<file path="src/rtl/pipe_stage_reg.sv">
// pipe_stage_reg: one boundary of the CPU pipeline (IF/ID, ID/EX, EX/MEM, MEM/WB).
// Holds a DATA_W payload plus a CTRL_W control bundle behind a valid/ready
// handshake with stall and flush. An empty slot always shows CTRL_RST on
// out_ctrl, so downstream write/memory enables never fire on a bubble.
// Optional macro PIPE_SKID_EN adds a second (skid) entry so that in_ready
// comes from registers only and no longer depends on out_ready.
module pipe_stage_reg #(
   parameter int                 DATA_W   = 64,
   parameter int                 CTRL_W   = 16,
   parameter logic [CTRL_W-1:0]  CTRL_RST = '0
) (
   input  logic              clk,
   input  logic              reset,
   input  logic              in_valid,
   output logic              in_ready,
   input  logic [DATA_W-1:0] in_data,
   input  logic [CTRL_W-1:0] in_ctrl,
   input  logic              stall,
   input  logic              flush,
   output logic              out_valid,
   input  logic              out_ready,
   output logic [DATA_W-1:0] out_data,
   output logic [CTRL_W-1:0] out_ctrl,
   output logic [1:0]        occupancy
);

   logic              main_valid_q, main_valid_d;
   logic [DATA_W-1:0] main_data_q,  main_data_d;
   logic [CTRL_W-1:0] main_ctrl_q,  main_ctrl_d;

   logic in_xfer;
   logic out_xfer;

   assign in_xfer  = in_valid & in_ready;
   assign out_xfer = main_valid_q & out_ready;

   assign out_valid = main_valid_q;
   assign out_data  = main_data_q;
   assign out_ctrl  = main_valid_q ? main_ctrl_q : CTRL_RST;

`ifdef PIPE_SKID_EN

   logic              skid_valid_q, skid_valid_d;
   logic [DATA_W-1:0] skid_data_q,  skid_data_d;
   logic [CTRL_W-1:0] skid_ctrl_q,  skid_ctrl_d;

   // Ready depends only on the skid flag, which breaks the out_ready path.
   assign in_ready  = ~reset & ~stall & ~skid_valid_q;
   assign occupancy = {1'b0, main_valid_q} + {1'b0, skid_valid_q};

   // Next state: skid refills main first to keep order; new beats land in
   // main when it frees up, otherwise in skid.
   always_comb begin
      main_valid_d = main_valid_q;
      main_data_d  = main_data_q;
      main_ctrl_d  = main_ctrl_q;
      skid_valid_d = skid_valid_q;
      skid_data_d  = skid_data_q;
      skid_ctrl_d  = skid_ctrl_q;
      if (flush) begin
         main_valid_d = 1'b0;
         main_ctrl_d  = CTRL_RST;
         skid_valid_d = 1'b0;
         skid_ctrl_d  = CTRL_RST;
      end else if (!main_valid_q || out_xfer) begin
         if (skid_valid_q) begin
            main_valid_d = 1'b1;
            main_data_d  = skid_data_q;
            main_ctrl_d  = skid_ctrl_q;
            skid_valid_d = 1'b0;
            skid_ctrl_d  = CTRL_RST;
         end else if (in_xfer) begin
            main_valid_d = 1'b1;
            main_data_d  = in_data;
            main_ctrl_d  = in_ctrl;
         end else if (out_xfer) begin
            main_valid_d = 1'b0;
            main_ctrl_d  = CTRL_RST;
         end
      end else if (in_xfer) begin
         skid_valid_d = 1'b1;
         skid_data_d  = in_data;
         skid_ctrl_d  = in_ctrl;
      end
   end

   // Skid entry register; reset empties it and parks the bubble control.
   always_ff @(posedge clk or posedge reset) begin
      if (reset) begin
         skid_valid_q <= 1'b0;
         skid_data_q  <= '0;
         skid_ctrl_q  <= CTRL_RST;
      end else begin
         skid_valid_q <= skid_valid_d;
         skid_data_q  <= skid_data_d;
         skid_ctrl_q  <= skid_ctrl_d;
      end
   end

`else

   // Ready passes straight through from out_ready when the slot is full.
   assign in_ready  = ~reset & ~stall & (~main_valid_q | out_ready);
   assign occupancy = {1'b0, main_valid_q};

   // Next state: flush wins, then capture (which also covers replace), then drain.
   always_comb begin
      main_valid_d = main_valid_q;
      main_data_d  = main_data_q;
      main_ctrl_d  = main_ctrl_q;
      if (flush) begin
         main_valid_d = 1'b0;
         main_ctrl_d  = CTRL_RST;
      end else if (in_xfer) begin
         main_valid_d = 1'b1;
         main_data_d  = in_data;
         main_ctrl_d  = in_ctrl;
      end else if (out_xfer) begin
         main_valid_d = 1'b0;
         main_ctrl_d  = CTRL_RST;
      end
   end

`endif

   // Main entry register; payload is kept on drain/flush, only validity drops.
   always_ff @(posedge clk or posedge reset) begin
      if (reset) begin
         main_valid_q <= 1'b0;
         main_data_q  <= '0;
         main_ctrl_q  <= CTRL_RST;
      end else begin
         main_valid_q <= main_valid_d;
         main_data_q  <= main_data_d;
         main_ctrl_q  <= main_ctrl_d;
      end
   end

endmodule

</file>
<file path="config.mk">
export PLATFORM = sky130hd
export DESIGN_NAME = pipe_stage_reg
export DESIGN_NICKNAME = d
export VERILOG_FILES = /design/src/rtl/pipe_stage_reg.sv
export SDC_FILE = /design/constraint.sdc
export NUM_CORES = 1
export LEC_CHECK = 0
export CAP_MARGIN = 10
export CORE_ASPECT_RATIO = 0.7
export CORE_MARGIN = 2
export CORE_UTILIZATION = 40
export CTS_CLUSTER_SIZE = 12
export DETAILED_ROUTE_END_ITERATION = 7
export PLACE_DENSITY = 0.89
export SYNTH_ARGS = -nofsm -noshare
export SYNTH_HDL_FRONTEND = slang
export SYNTH_SLANG_ARGS = --single-unit
</file>
<file path="constraint.sdc">
create_clock -name clk -period 3.95 [get_ports clk]
set_clock_uncertainty 0.05 [all_clocks]
set_input_delay 0.79 -clock clk [delete_from_list [all_inputs] [get_ports clk]]
set_output_delay 0.79 -clock clk [all_outputs]
set_load 0.01 [all_outputs]
</file>
## After elaboration in Yosys (flattened, before gate mapping)

Index checks and enable logic that the tools add are counted.

| word-level totals | value |
|---|---|
| memory bits (read-only) | 0 |
| register bits | 81 |
| memories kept | 0 |
| latch bits | 0 |
| RAM bits | 0 |
| word-level logic and storage cells | 21 |
| output and inout bits | 84 |
| input port bits | 86 |

| cells by class | value |
|---|---|
| multiplexer cells | 7 |
| divide/modulo/power cells | 0 |
| add/sub/neg operators | 0 |
| bitwise logic cells | 9 |
| order comparisons | 0 |
| reduce and logical (&&, ||, !) cells | 2 |
| equality and inequality tests | 0 |
| shift-type cells | 0 |
| $mul | 0 |

Operators with widths:

| cell | count |
|---|---|
| 16-bit two-way mux | 4 |
| 1-bit bitwise AND | 4 |
| 1-bit NOT | 4 |
| 1-bit two-way mux | 3 |
| 3-bit nonzero test | 1 |
| 2-bit AND reduction | 1 |
| 1-bit bitwise OR | 1 |

## Depth between registers and ports, before layout

| depth | value |
|---|---|
| word-level depth | 6 |
| gate-level depth with buffers | 5 |
| mapped depth without buffers | 3 |

## Worst setup path after synthesis

OpenSTA, ideal clock, no wires.

| timing | value |
|---|---|
| path kind | input -> register |
| from | input port stall |
| to | register main_data_q[10] (netlist: out_data[10]) |
| setup time | 127 ps |
| setup slack | 1833 ps |
| data arrival time | 1940 ps |
| cell stages on the path | 5 |
| data required time | 3773 ps |
| path buffers | 2 |
| path through | nor2_1 nor4bb_4 buf_6 buf_6 mux2_1 |

| between the ends | value |
|---|---|
| cells in the longest elaborated chain, start to end | 5 |

RTL lines:

| what | line | source |
|---|---|---|
| start, declared | 18 | `input logic stall,` |
| 1-bit NOT | 103 | `assign in_ready = ~reset & ~stall & (~main_valid_q \| out_ready);` |
| 1-bit bitwise AND (2 in a row) | 103 |  |
| 1-bit bitwise AND | 34 | `assign in_xfer = in_valid & in_ready;` |
| 2-bit AND reduction (no line) | - |  |
| end signal, assigned | 134 | `main_data_q <= main_data_d;` |
| end, declared | 28 | `logic [DATA_W-1:0] main_data_q, main_data_d;` |

Every way passes these cells.
A chain may end at the register's enable or synchronous reset.

## Worst setup path in the final report

| timing | value |
|---|---|
| from | input port out_ready |
| to | output port in_ready |

| between the ends | value |
|---|---|
| cells in the longest elaborated chain, start to end | 2 |

RTL lines:

| what | line | source |
|---|---|---|
| start, declared | 21 | `input logic out_ready,` |
| 1-bit bitwise OR | 103 |  |
| 1-bit bitwise AND | 103 |  |
| end, declared | 15 | `output logic in_ready,` |

Every way passes these cells.

==> results.md <==
- Once the clock tree was built, the setup fixing pass inserted 0 buffers.
- The number of nets handed over by synthesis was 286.
- After the flow finishes, the layout carries non-filler instances totaling 493.
- The die boundary width is 115 µm.
- The peak fanout along the critical path is 3.
- The arrival time of data at the critical path endpoint is 2.18 ns.
- The number of vias after detailed routing is 2233.
- The peak supply drop is 0.000258 V.
- The count of antenna-violating nets left after detailed routing is 0.
- The starting utilization of the core area is 41.1%.
- The final critical-path share of the clock period is 76.5%.
- The hold path startpoint is out_data[9].
- After routing, the total negative slack on setup checks comes to 0 ns.
- The cell depth of the worst hold path is 1.
- The height of the die is 82.0 µm.
- The die outline area is 9450 µm².
- During placement, the flow inserted port buffers numbering 168.
- The average wire per cell in the routed design is 16.6 µm.
- Entering global routing, the biggest net connects 61 pins.
- The most common cell in the synthesized netlist is sky130_fd_sc_hd__dfrtp_1.
- The via density per instance is 4.53.
- The fraction of the yosys area taken by sequential cells is 58.4%.
- Buffers inserted during clock tree synthesis total 9.
- In this run the cell area measured after placement is 5170 µm².
- The number of storage elements in the synthesis netlist is 81.
- The floorplan step defined a core boundary enclosing 8440 µm².
- The max-capacitance violation count is 0.
- Clock latency on the worst-skew pair, taken at its later pin, is 0.33 ns.
- In this run, post-CTS repair resized a total of 0 instances.
- During synthesis, Yosys emitted a total of 0 warnings.
- The CTS H-tree depth is 3.
- The mapped netlist covers 3470 µm².
- The count of placed standard cells including taps is 479.
- For this run, design rule violations remaining after detail routing come to 0.
- The worst hold path endpoint is out_data[9].
- The total leakage power is 2.37 nW.
- The initial antenna violation count is 0.
- The overall overflow remaining after global route is 0.
- In this run the register-to-register setup slack is 1.71 ns.
- The relative slew slack is 31.8%.
- The share of synthesized area in the top cell type comes to 58.4%.
- The count of pins on the block boundary is 170.
- The post-layout net count is 456.
- The post-synthesis to final-layout area growth is 57.2%.
- The worst setup path is launched from a primary input.
- Clock-pin slew was measured on the worst setup and hold paths at 0.06 ns.
- Hold timing on the final database bottoms out at a slack of 0.432 ns.
- The share of flip-flops with an asynchronous set or reset is 100%.
- STA classifies the critical path endpoint as a primary output.
- The number of clock sinks is 81.
- The slowest stage of the critical path belongs to the cell sky130_fd_sc_hd__clkdlybuf4s50_1.
- Yosys mapped a number of flops with a built-in enable equal to 0.
- Sorting the synthesized cells by area gives the leading types as sky130_fd_sc_hd__dfrtp_1 (58%), sky130_fd_sc_hd__mux2_4 (26%), sky130_fd_sc_hd__a22o_1 (4.0%).
- At the pin with the least slew margin, the transition time is 1.02 ns.
- The path type of the worst min-delay path is reg -> reg.
- Global routing used 17.6% of the available tracks.
- The CTS tree is yes.
- The path depth of the worst reg2reg path is 4.
- The critical path contains buffers and inverters numbering 2 combined.
- For this design the ratio of total power to cell area is 481 nW/µm².
- Counting along the longest clock path gives a buffer depth of 2.
- The signal on the critical path passes through clkdlybuf4s50_1 > nor2b_4 > nor3_1 > clkdlybuf4s50_1.
- The total setup violations reported at the end of the flow is 0.
- The commonest cells after synthesis are sky130_fd_sc_hd__dfrtp_1 (81), sky130_fd_sc_hd__mux2_4 (60), sky130_fd_sc_hd__a22o_1 (16), sky130_fd_sc_hd__and2_1 (16), sky130_fd_sc_hd__buf_12 (6).
- The cell family contributing the most delay on the critical path is buffers and inverters.
- The diode insertion count for antenna repair is 0.
- Derived from the worst setup path, the maximum achievable clock frequency is 331 MHz.
- The count of hold-fix buffers inserted at cts is 0.
- The clock root buffer is sky130_fd_sc_hd__clkbuf_16.
- The cell taking the most area after synthesis is sky130_fd_sc_hd__dfrtp_1.
- The maximum cell stage delay along the critical path is 0.58 ns.
- The number of filler cells placed in the layout is 615.
- The routed design has 8.19 mm of wire.
- The number of different library cells used by synthesis comes to 19.
- The wire length of the first global-routing pass is 12.4 mm.
- The HPWL after detailed placement is 5.92 mm.
- The number of failing hold endpoints at the final stage is 0.
- For this block, the initial DRC count from the detailed router was 70.
- The design area is 5460 µm².
- The max-slew violation count is 0.
- The flow ran to the end, and the final reports show no timing, DRC or antenna violations.
- The post-synthesis instance total is 200.
- STA puts the critical path data required time at 3.11 ns.
- At the end of routability-driven placement, the weighted congestion stood at 0.720.
- The endpoint of the worst register-to-register path is out_data[42].
- The post-route netlist has 22.0% of its cells at a drive strength greater than 1.
- Among the stages of the critical path, the cell type that occurs most often is sky130_fd_sc_hd__clkdlybuf4s50_1.
- For the finished layout, the period the worst path requires is 3.02 ns.
- The pre-antenna-repair detailed-routing pass consisted of 4 iterations.
- The worst setup path is of the in -> out kind.
- For this run, the leading register cell type out of synthesis is sky130_fd_sc_hd__dfrtp_1.
- Row generation in the floorplan step produced 28 rows.
- The worst register-to-register path begins at out_valid.
- The via count of the first global-routing pass is 2386.
- After synthesis, the mean cell area works out to 17.4 µm².
- Setup repair after global routing left no endpoint under its margin.
## per-layer routing
metal | track usage [%] | vias up | share of wire (%)
met5 | 0 | - | 0
met4 | 6.14 | 0 | 1.3
met3 | 8.04 | 11 | 9.4
met2 | 27.8 | 102 | 48
met1 | 21.4 | 1083 | 42
li1 | - | 1037 | -
## cell usage in the layout (no fill, tap or decap)
master,instances
sky130_fd_sc_hd__conb_1,1
sky130_fd_sc_hd__nor3_1,1
sky130_fd_sc_hd__buf_12,1
sky130_fd_sc_hd__dfrtp_1,81
sky130_fd_sc_hd__clkbuf_8,1
sky130_fd_sc_hd__a22o_1,16
sky130_fd_sc_hd__nor2_1,2
sky130_fd_sc_hd__nor2b_4,1
sky130_fd_sc_hd__a21oi_1,1
sky130_fd_sc_hd__clkinv_2,4
sky130_fd_sc_hd__nor4bb_4,1
sky130_fd_sc_hd__mux2_4,60
sky130_fd_sc_hd__clkdlybuf4s50_1,168
sky130_fd_sc_hd__clkbuf_16,9
sky130_fd_sc_hd__nor2b_1,1
sky130_fd_sc_hd__buf_4,3
sky130_fd_sc_hd__a221oi_2,1
sky130_fd_sc_hd__bufinv_16,1
sky130_fd_sc_hd__and2_1,16
sky130_fd_sc_hd__mux2_1,4
## power by group
part | internal, mW | switching [mW]
sequential | 0.986 | 0.0926
combinational | 0.519 | 0.231
clock | 0.496 | 0.302
## metrics by stage
| step | power [mW] | setup WS [ns] | util (%) |
|---|---|---|---|
| after CTS | 2.66 | 0.914 | 64.6 |
| after global placement | 1.82 | 0.962 | 61.3 |
| after global routing | 2.74 | 0.910 | 64.6 |
| after detailed placement | 1.85 | 0.929 | 61.3 |
| final | 2.63 | 0.928 | 64.6 |
| after floorplan | 1.40 | 1.03 | - |
## worst max path at each step
stage / startpoint / end / slack, ns / cells after the start
2_1_floorplan: reset / main_ctrl_q[0] / 1.03 / 1
3_3_place_gp: out_ready / in_ready / 0.96 / 4
3_5_place_dp: out_ready / in_ready / 0.93 / 4
4_1_cts: out_ready / in_ready / 0.91 / 4
5_1_grt: out_ready / in_ready / 0.91 / 4
6_report: out_ready / in_ready / 0.93 / 4
## layout make-up
cell class	instances	area [µm²]	share of cell area (%)
Tap cell	120	150	2.75
Multi-Input combinational cell	105	1270	23.2
Timing Repair Buffer	172	1720	31.6
Inverter	1	5.00	0.0917
Sequential cell	81	2030	37.1
Clock inverter	4	45.0	0.825
Clock buffer	10	239	4.38
## sequential cells by signal, indices dropped and copies added (netlist names)
name and count:
out_data 64, main_ctrl_q 16, out_valid 1
## kinds of logic (layout without fill, tap and decap cells)
group                  Yosys count  in the layout  synth area share, %
AOI/OAI and AO/OA               18             18                 4.61
buffers and inverters           14            187                 5.12
DFF                             81             81                 58.4
muxes                           64             64                 27.2
other                            1              1                0.108
and+or+nand+nor                 22             22                 4.54
No activity file was read; power rests on OpenSTA's default activity.
